==> src/rtl/btn_rgb_timer_pkg.sv <==
// ---------------------------------------------------------------------------
// btn_rgb_pkg
// Shared types and constants for the multi-button RGB LED timer.
//   state_t   : top-level FSM states (IDLE, SHOW)
//   C_*       : 3-bit {r,g,b} colour constants
//   MAX_BTN   : largest supported button count
//   color_of  : picks the {r,g,b} slice for one button out of a packed table
// ---------------------------------------------------------------------------
package btn_rgb_pkg;

    typedef enum logic {
        IDLE = 1'b0,
        SHOW = 1'b1
    } state_t;

    localparam logic [2:0] C_OFF     = 3'b000;
    localparam logic [2:0] C_RED     = 3'b100;
    localparam logic [2:0] C_GREEN   = 3'b010;
    localparam logic [2:0] C_BLUE    = 3'b001;
    localparam logic [2:0] C_CYAN    = 3'b011;
    localparam logic [2:0] C_YELLOW  = 3'b110;
    localparam logic [2:0] C_MAGENTA = 3'b101;
    localparam logic [2:0] C_WHITE   = 3'b111;

    localparam int MAX_BTN = 8;

    // Table is zero-extended to the maximum size so one function serves
    // every NUM_BTN; slice [3i+2:3i] belongs to button i.
    function automatic logic [2:0] color_of(input logic [3*MAX_BTN-1:0] tbl,
                                            input int unsigned          idx);
        return tbl[3*idx +: 3];
    endfunction

endpackage

==> src/rtl/btn_rgb_timer_if.sv <==
// ---------------------------------------------------------------------------
// btn_rgb_timer_if
// Board-side signal bundle of the RGB LED timer.
//   btn        : raw asynchronous push-buttons, active-high (NUM_BTN bits)
//   led_r/g/b  : registered LED drives
//   busy       : high while a button colour is being shown
//   active_idx : index of the button being shown (holds when idle)
// Modports: master = board/stimulus side, slave = timer side.
// ---------------------------------------------------------------------------
interface btn_rgb_timer_if #(
    parameter int NUM_BTN = 2
);
    localparam int IDX_W = (NUM_BTN > 1) ? $clog2(NUM_BTN) : 1;

    logic [NUM_BTN-1:0] btn;
    logic               led_r;
    logic               led_g;
    logic               led_b;
    logic               busy;
    logic [IDX_W-1:0]   active_idx;

    modport master (
        output btn,
        input  led_r, led_g, led_b, busy, active_idx
    );

    modport slave (
        input  btn,
        output led_r, led_g, led_b, busy, active_idx
    );

endinterface

==> src/rtl/btn_rgb_timer_debounce.sv <==
// ---------------------------------------------------------------------------
// btn_debounce
// One button's input path: 2-flop synchroniser, debounce counter and a
// registered one-cycle press pulse on the debounced rising edge.
//   clk, rst_n : clock, asynchronous active-low reset
//   btn_raw    : raw asynchronous button level
//   press      : one-cycle pulse per qualified press
// A press is only reported once the button has been seen released since
// reset, so a button held through reset never produces a press.
// ---------------------------------------------------------------------------
module btn_debounce #(
    parameter int DB_CYCLES = 65536
) (
    input  logic clk,
    input  logic rst_n,
    input  logic btn_raw,
    output logic press
);
    localparam int CNT_W = (DB_CYCLES > 1) ? $clog2(DB_CYCLES) : 1;

    logic             sync1_reg;
    logic             sync2_reg;
    logic [1:0]       vld_reg;
    logic             level_reg;
    logic             level_dly_reg;
    logic             armed_reg;
    logic             press_reg;
    logic [CNT_W-1:0] cnt_reg;

    always_ff @(posedge clk or negedge rst_n) begin
        if (!rst_n) begin
            sync1_reg     <= 1'b0;
            sync2_reg     <= 1'b0;
            vld_reg       <= 2'b00;
            level_reg     <= 1'b0;
            level_dly_reg <= 1'b0;
            armed_reg     <= 1'b0;
            press_reg     <= 1'b0;
            cnt_reg       <= '0;
        end else begin
            sync1_reg <= btn_raw;
            sync2_reg <= sync1_reg;
            // Marks when sync2 holds a real sample rather than its reset zero.
            vld_reg   <= {vld_reg[0], 1'b1};

            if (sync2_reg == level_reg) begin
                cnt_reg <= '0;
            end else if (cnt_reg == CNT_W'(DB_CYCLES - 1)) begin
                level_reg <= ~level_reg;
                cnt_reg   <= '0;
            end else begin
                cnt_reg <= cnt_reg + 1'b1;
            end

            // Arm once a genuine released sample is seen; stays armed until reset.
            if (vld_reg[1] && !sync2_reg && !level_reg) begin
                armed_reg <= 1'b1;
            end

            level_dly_reg <= level_reg;
            press_reg     <= level_reg & ~level_dly_reg & armed_reg;
        end
    end

    assign press = press_reg;

endmodule

==> src/rtl/btn_rgb_timer.sv <==
// ---------------------------------------------------------------------------
// btn_rgb_timer
// Multi-button RGB LED timer. A press on button i shows COLOR_TABLE slice i
// for HOLD_CYCLES clocks, then the LEDs fall back to IDLE_COLOR. Lowest
// index wins on simultaneous presses; a press during SHOW retriggers.
//   clk   : system clock
//   rst_n : asynchronous active-low reset
//   io    : btn_rgb_timer_if.slave (btn in; led_r/g/b, busy, active_idx out)
// Optional build macro BTN_RGB_BLINK_EN: blink the colour during the final
// quarter of the hold, toggled by bit BLINK_SHIFT of a counter that clears
// on every SHOW entry. Without it the colour is steady.
// ---------------------------------------------------------------------------
import btn_rgb_pkg::*;

module btn_rgb_timer #(
    parameter int                   NUM_BTN     = 2,
    parameter int                   HOLD_CYCLES = 67108864,
    parameter int                   DB_CYCLES   = 65536,
    parameter logic [3*NUM_BTN-1:0] COLOR_TABLE = {3'b110, 3'b011},
    parameter logic [2:0]           IDLE_COLOR  = 3'b001,
    parameter int                   BLINK_SHIFT = 22
) (
    input  logic            clk,
    input  logic            rst_n,
    btn_rgb_timer_if.slave  io
);
    localparam int IDX_W = (NUM_BTN > 1) ? $clog2(NUM_BTN) : 1;
    localparam int CNT_W = $clog2(HOLD_CYCLES);
    localparam logic [3*MAX_BTN-1:0] TABLE_EXT = (3*MAX_BTN)'(COLOR_TABLE);

    logic [NUM_BTN-1:0] press_vec;
    logic [IDX_W-1:0]   sel_idx;
    logic               any_press;

    state_t             state_reg, state_next;
    logic [CNT_W-1:0]   cnt_reg, cnt_next;
    logic [IDX_W-1:0]   idx_reg, idx_next;
    logic [2:0]         led_reg, led_next;
    logic               busy_reg, busy_next;
`ifdef BTN_RGB_BLINK_EN
    logic [BLINK_SHIFT:0] blink_reg, blink_next;
`endif

    generate
        for (genvar gi = 0; gi < NUM_BTN; gi++) begin : g_btn
            btn_debounce #(
                .DB_CYCLES (DB_CYCLES)
            ) u_debounce (
                .clk     (clk),
                .rst_n   (rst_n),
                .btn_raw (io.btn[gi]),
                .press   (press_vec[gi])
            );
        end
    endgenerate

    // Scan from the top down so the lowest pressed index is left standing.
    always_comb begin
        sel_idx = '0;
        for (int i = NUM_BTN - 1; i >= 0; i--) begin
            if (press_vec[i]) begin
                sel_idx = IDX_W'(i);
            end
        end
    end

    assign any_press = |press_vec;

    always_comb begin
        state_next = state_reg;
        cnt_next   = cnt_reg;
        idx_next   = idx_reg;
        led_next   = IDLE_COLOR;
        busy_next  = 1'b0;

        case (state_reg)
            IDLE: begin
                if (any_press) begin
                    state_next = SHOW;
                    cnt_next   = '0;
                    idx_next   = sel_idx;
                end
            end
            SHOW: begin
                // A press coinciding with expiry still wins and restarts the hold.
                if (any_press) begin
                    cnt_next = '0;
                    idx_next = sel_idx;
                end else if (cnt_reg == CNT_W'(HOLD_CYCLES - 1)) begin
                    state_next = IDLE;
                    cnt_next   = '0;
                end else begin
                    cnt_next = cnt_reg + 1'b1;
                end
            end
            default: begin
                state_next = IDLE;
                cnt_next   = '0;
            end
        endcase

`ifdef BTN_RGB_BLINK_EN
        blink_next = any_press ? '0 : blink_reg + 1'b1;
`endif

        // Outputs are computed from next-state values so the registered
        // LEDs change on the same edge as the FSM.
        if (state_next == SHOW) begin
            led_next  = color_of(TABLE_EXT, 32'(idx_next));
            busy_next = 1'b1;
`ifdef BTN_RGB_BLINK_EN
            if (cnt_next >= CNT_W'(HOLD_CYCLES - HOLD_CYCLES / 4) && blink_next[BLINK_SHIFT]) begin
                led_next = C_OFF;
            end
`endif
        end
    end

    always_ff @(posedge clk or negedge rst_n) begin
        if (!rst_n) begin
            state_reg <= IDLE;
            cnt_reg   <= '0;
            idx_reg   <= '0;
            led_reg   <= IDLE_COLOR;
            busy_reg  <= 1'b0;
`ifdef BTN_RGB_BLINK_EN
            blink_reg <= '0;
`endif
        end else begin
            state_reg <= state_next;
            cnt_reg   <= cnt_next;
            idx_reg   <= idx_next;
            led_reg   <= led_next;
            busy_reg  <= busy_next;
`ifdef BTN_RGB_BLINK_EN
            blink_reg <= blink_next;
`endif
        end
    end

    assign io.led_r      = led_reg[2];
    assign io.led_g      = led_reg[1];
    assign io.led_b      = led_reg[0];
    assign io.busy       = busy_reg;
    assign io.active_idx = idx_reg;

endmodule

==> src/flat_wrapper.sv <==
// flat-port wrapper written by rule: the top's interface ports become plain ports
module btn_rgb_timer_flat 
#(
    parameter int                   NUM_BTN     = 2,
    parameter int                   HOLD_CYCLES = 67108864,
    parameter int                   DB_CYCLES   = 65536,
    parameter logic [3*NUM_BTN-1:0] COLOR_TABLE = {3'b110, 3'b011},
    parameter logic [2:0]           IDLE_COLOR  = 3'b001,
    parameter int                   BLINK_SHIFT = 22
)
  (clk, rst_n, io_btn, io_led_r, io_led_g, io_led_b, io_busy, io_active_idx);
  btn_rgb_timer_if #(.NUM_BTN(NUM_BTN)) io_i ();
  input  logic clk;
  input  logic rst_n;
  input wire logic [$bits(io_i.btn)-1:0] io_btn;
  output wire logic [$bits(io_i.led_r)-1:0] io_led_r;
  output wire logic [$bits(io_i.led_g)-1:0] io_led_g;
  output wire logic [$bits(io_i.led_b)-1:0] io_led_b;
  output wire logic [$bits(io_i.busy)-1:0] io_busy;
  output wire logic [$bits(io_i.active_idx)-1:0] io_active_idx;
  assign io_i.btn = io_btn;
  assign io_led_r = io_i.led_r;
  assign io_led_g = io_i.led_g;
  assign io_led_b = io_i.led_b;
  assign io_busy = io_i.busy;
  assign io_active_idx = io_i.active_idx;
  btn_rgb_timer #(.NUM_BTN(NUM_BTN), .HOLD_CYCLES(HOLD_CYCLES), .DB_CYCLES(DB_CYCLES), .COLOR_TABLE(COLOR_TABLE), .IDLE_COLOR(IDLE_COLOR), .BLINK_SHIFT(BLINK_SHIFT)) u_core (.clk(clk), .rst_n(rst_n), .io(io_i));
endmodule
==> config.mk <==
export PLATFORM = sky130hd
export DESIGN_NAME = btn_rgb_timer_flat
export DESIGN_NICKNAME = d
export VERILOG_FILES = /design/src/rtl/btn_rgb_timer_pkg.sv /design/src/rtl/btn_rgb_timer_if.sv /design/src/rtl/btn_rgb_timer_debounce.sv /design/src/rtl/btn_rgb_timer.sv /design/src/flat_wrapper.sv
export SDC_FILE = /design/constraint.sdc
export NUM_CORES = 1
export LEC_CHECK = 0
export ABC_AREA = 0
export CORE_ASPECT_RATIO = 0.9
export CORE_UTILIZATION = 50
export DETAILED_ROUTE_END_ITERATION = 8
export PLACE_DENSITY = 0.67
export SLEW_MARGIN = 15
export SYNTH_ARGS = -nofsm -noshare
export SYNTH_HDL_FRONTEND = slang
export SYNTH_HIERARCHICAL = 1
export SYNTH_SLANG_ARGS = --single-unit
==> constraint.sdc <==
create_clock -name clk -period 3.5 [get_ports clk]
set_input_delay 1.05 -clock clk [delete_from_list [all_inputs] [get_ports clk]]
set_output_delay 1.05 -clock clk [all_outputs]
set_load 0.05 [all_outputs]
=== After elaboration in Yosys (flattened, before gate mapping) ===
Cells that the tools add are included.

* Output and inout port bits: 5
* Input bits: 4
* Register bits: 80
* Logic and storage cells: 71

* Multiply operators: 1
* Add/sub/neg operators: 3
* Equality and inequality tests: 6
* Multiplexer cells: 17
* Bitwise operators: 11
* Shifts and indexed selects: 1
* Reductions and logical operators: 11

{| class="wikitable"
|+ Operators by type and width
! cell !! number
|-
| $mux 26 || 3
|-
| $mux 16 || 4
|-
| $pmux 26 s2 || 1
|-
| $add 16x1->16 const B || 2
|-
| $eq 16x16->1 const B || 2
|-
| $add 26x1->26 const B || 1
|-
| $eq 26x26->1 const B || 1
|-
| $shiftx 24x4->3 const A || 1
|-
| $mux 1 || 7
|-
| $not 1->1 || 7
|-
| $and 1x1->1 || 4
|-
| $logic_and 1x1->1 || 4
|-
| $logic_not 1->1 || 4
|-
| $reduce_and 2->1 || 2
|-
| $mul 2x1->3 const A || 1
|-
| $mux 3 || 1
|-
| $eq 1x1->1 || 2
|-
| $ne 2x1->1 const B || 1
|-
| $pmux 1 s2 || 1
|-
| $reduce_or 2->1 || 1
|}

=== Depth between registers and ports, before layout ===
* Word-level depth: 6
* Mapped depth: 7

=== Modules after synthesis ===
Netlist, hierarchy kept.

{| class="wikitable"
|+ Modules (own cells, without submodules)
! module !! cells an instance !! seq. area each (µm²) !! area an instance (µm²) !! times used
|-
| btn_debounce || 94 || 600.6 || 1019.7 || 2
|-
| btn_rgb_timer || 174 || 752.0 || 1647.8 || 1
|}

=== Worst setup path after synthesis ===
OpenSTA, ideal clock, no wires.

* Path type: register to output
* Start: register u_core.led_reg[1]
* End: output io_led_g
* Arrival: 919 ps
* Required time: 2450 ps
* Buffers on the path: 1
* Stages on the path, launching flop included: 2
* Path slack: 1531 ps
* Cells stage by stage: dfrtp_1 > buf_4

{| class="wikitable"
|+ RTL lines
! element !! line !! source
|-
| start: declaration || btn_rgb_timer.sv:38 || <nowiki>logic [2:0] led_reg, led_next;</nowiki>
|-
| start signal: assignment || btn_rgb_timer.sv:133 || <nowiki>led_reg <= led_next;</nowiki>
|-
| end: declaration || flat_wrapper.sv:17 || <nowiki>output wire logic [$bits(io_i.led_g)-1:0] io_led_g;</nowiki>
|}

No word-level cell between the ends.

=== Worst setup path after layout ===
* Start: register u_core.led_reg[0]
* End: output io_led_b

{| class="wikitable"
|+ RTL lines
! element !! line !! source
|-
| end: declaration || flat_wrapper.sv:18 || <nowiki>output wire logic [$bits(io_i.led_b)-1:0] io_led_b;</nowiki>
|}

No word-level cell between the ends.

==> out/results.ini <==
[run_status]
status = finished, final reports clean

[floorplan]
fp.dieArea_mm2 = 0.007723
die_h_um = 83.47
coreArea_mm2 = 0.007076
initial_core_util_pct = 52.11
die_width_um = 92.52
io_pins = 9
rows = 29

[flow_run]
maxCapViolations = 0

[timing]
fmax_mhz = 369.2
period_minus_slack_ps = 2709
post-route-period-util_pct = 77.39
rsz0062_at_grt = false
maxSlewViolCount = 0
worst_slew_margin_rel_pct = 34.87
fin_worst_skew_ps = 9.369
finalHoldViolCount = 0
finalSetupViolations = 0
worst_pin_slew_ps = 977.0
setup_tns_ps = 0
hold_slack_ps = 352.2

[setup_path]
start_kind = flip-flop
r2r-start = u_core/cnt_reg[0]
path_class = reg -> out
crit_chain = clkdlybuf4s50_1
worst_ep_required_time_ps = 2450
crit_path_start = u_core/led_reg[0]
slowest_delay_ps = 790
cp_max_fo = 1
cp_slowest_cell = clkdlybuf4s50_1
cpLargestDelayFamily = buffers and inverters
crit_arrival_ps = 1660
path_buf_inv = 1
cp-end-kind = primary output

[worst_hold_path]
min_path_type = reg -> reg
hold_path.startpoint = u_core/g_btn[1].u_debounce/sync1_reg

[clocking]
tritoncts = built
cts_setup_buffers = 0
clock_sinks = 78
cts_htree_levels = 3
clk_latency_ps = 350
cts_resized = 0
cts_root_buf = clkbuf_8
path_clk_slew_ps = 80
cts_buffers = 9
cts_hold_buf = 0
cts_buffer_depth = 2

[route]
viasPerCell = 5.670
dr.pass1.iters = 6
drtIter0Drc = 239
num_vias = 2665
route.detailed.drc = 0
postRouteAntennaNets = 0
routed_wl_um = 7009
wire_per_inst_um = 14.91

[synth]
synthTopCellsByArea = dfrtp_1, xnor2_1, nor2_1
syn_area_mm2 = 0.003687
yosys.area.top_type_share_pct = 52.26
yosysWarnings = 6
async_flop_share_pct = 100.0
synth_ff_type = dfrtp_1
synth.top_cells.by_count = dfrtp_1, nor2_1, nand2_1, xnor2_1, nand4_1
synth_seq_cells = 78
synth_nets = 369
synth_top_family_by_area = simple AND/OR/NAND/NOR gates
yosys.area_share.simple_pct = 25.79
synth-seq-area-share_pct = 52.97
yosys-mux-area-fraction_pct = 0.6108
synth_top_area_cell = dfrtp_1
synth_fa_ha_area_share_pct = 1.018
synth-compound-area-share_pct = 9.128
synth.most_common_cell = dfrtp_1
syn_area_per_cell_um2 = 10.19
synth_xor_area_share_pct = 7.363
synth-edff-count = 0
synth_cells = 362
ys_types = 47

[global_routing]
antenna_found_initial = 0
grt_pass1_vias = 2688
grt_max_degree = 79
grt.overflow.total = 0
grt_pass1_wl_um = 12320
grt.total_usage_pct = 20.36

[final_layout]
largest_register_ffs = 32
final_nets = 379
antennaDiodeCount = 0
synthToLayoutAreaGrowth_pct = 9.671
layout-drive-gt1-share_pct = 10.88
final_util_pct = 57.15

[power_and_ir_drop]
internal-power_w = 0.001252
p_switching_w = 0.0003764
irDropWorstVdd_v = 0.0002380
power_density_mw_per_mm2 = 402.7
cellLeakagePower_nw = 1.661
p_clk_share_pct = 41.1
switching_share_pct = 23.11
p_comb_share_pct = 2.4
power_frac_seq_pct = 56.5

[place]
gp_congestion = 0.7429
post-dp-hpwl_um = 4509
io_buffer_count = 8

[cell families after synthesis]
family | count (synthesis)
AO/OA/AOI/OAI | 52
XOR/XNOR | 31
adder cells (fa/ha/maj) | 3
buffers and inverters | 25
flip-flops | 78
multiplexers | 2
other | 2
AND/OR/NAND/NOR | 169
[power groups by stage]
stage	Clock [W]	Combinational [W]	Sequential [W]
after global routing	0.000729	0.0000468	0.000921
after detailed placement	0	0.0000407	0.000937
after global placement	0	0.0000404	0.000937
after CTS	0.000690	0.0000410	0.000919
after floorplan	0	0.0000167	0.000936
final	0.000670	0.0000391	0.000919
[metrics by stage]
| step | cell area, um^2 | cells | worst slack (ps) | power, W |
|---|---|---|---|---|
| floorplan | 3687 | 362 | 1531 | 0.0009524 |
| global placement | 3849 | 454 | 1125 | 0.0009771 |
| detailed placement | 3849 | 454 | 1085 | 0.0009781 |
| CTS | 4044 | 470 | 763.8 | 0.001651 |
| global route | 4044 | 470 | 745.1 | 0.001697 |
| finish | 4044 | 470 | 791.4 | 0.001629 |
[worst paths after layout]
path,cells past startpoint,slack [ps],endpoint
setup / recovery,1,790,io_led_b
hold / removal,0,350,u_core/g_btn[1].u_debounce/sync2_reg
setup reg to reg,7,1040,u_core/cnt_reg[15]
hold reg to reg,0,350,u_core/g_btn[1].u_debounce/sync2_reg
max in group asynchronous,1,2020,u_core/cnt_reg[19]
min in group asynchronous,1,860,u_core/g_btn[1].u_debounce/cnt_reg[4]
[cells in the final DEF (no fill, tap or decap), types with 12 or more instances in the layout]
cell and count:
nand3_1 15, inv_1 12, a21oi_1 14, o21ai_0 16, nand4_1 18, dfrtp_1 77, nor2_1 51, xnor2_1 22
nand2_1 22
[metal layers]
metal / global-route usage, % / vias up / share of wire (%)
li1: - / 1310 / -
met1: 26.96 / 1297 / 48
met2: 32.19 / 48 / 47
met3: 6.011 / 10 / 4.3
met4: 6.534 / 0 / 1.1
met5: 0 / - / 0
[worst register-to-register path, stage by stage (launching register included)]
cell	delay, ps
dfrtp_1	400
ha_1	210
nand3_1	170
nor4_2	500
buf_4	250
and2_1	390
o21ai_0	170
a32o_1	270
[final cells by class]
| class | count | area (um^2) |
|---|---|---|
| Clock inverter | 7 | 71.32 |
| Tap cell | 93 | 116.4 |
| Inverter | 12 | 45.04 |
| Timing Repair Buffer | 12 | 107.6 |
| Sequential cell | 78 | 1953 |
| Clock buffer | 9 | 123.9 |
| Multi-Input combinational cell | 259 | 1627 |
| Fill cell | 640 | 3032 |
Power figures use the tool's default switching activity.
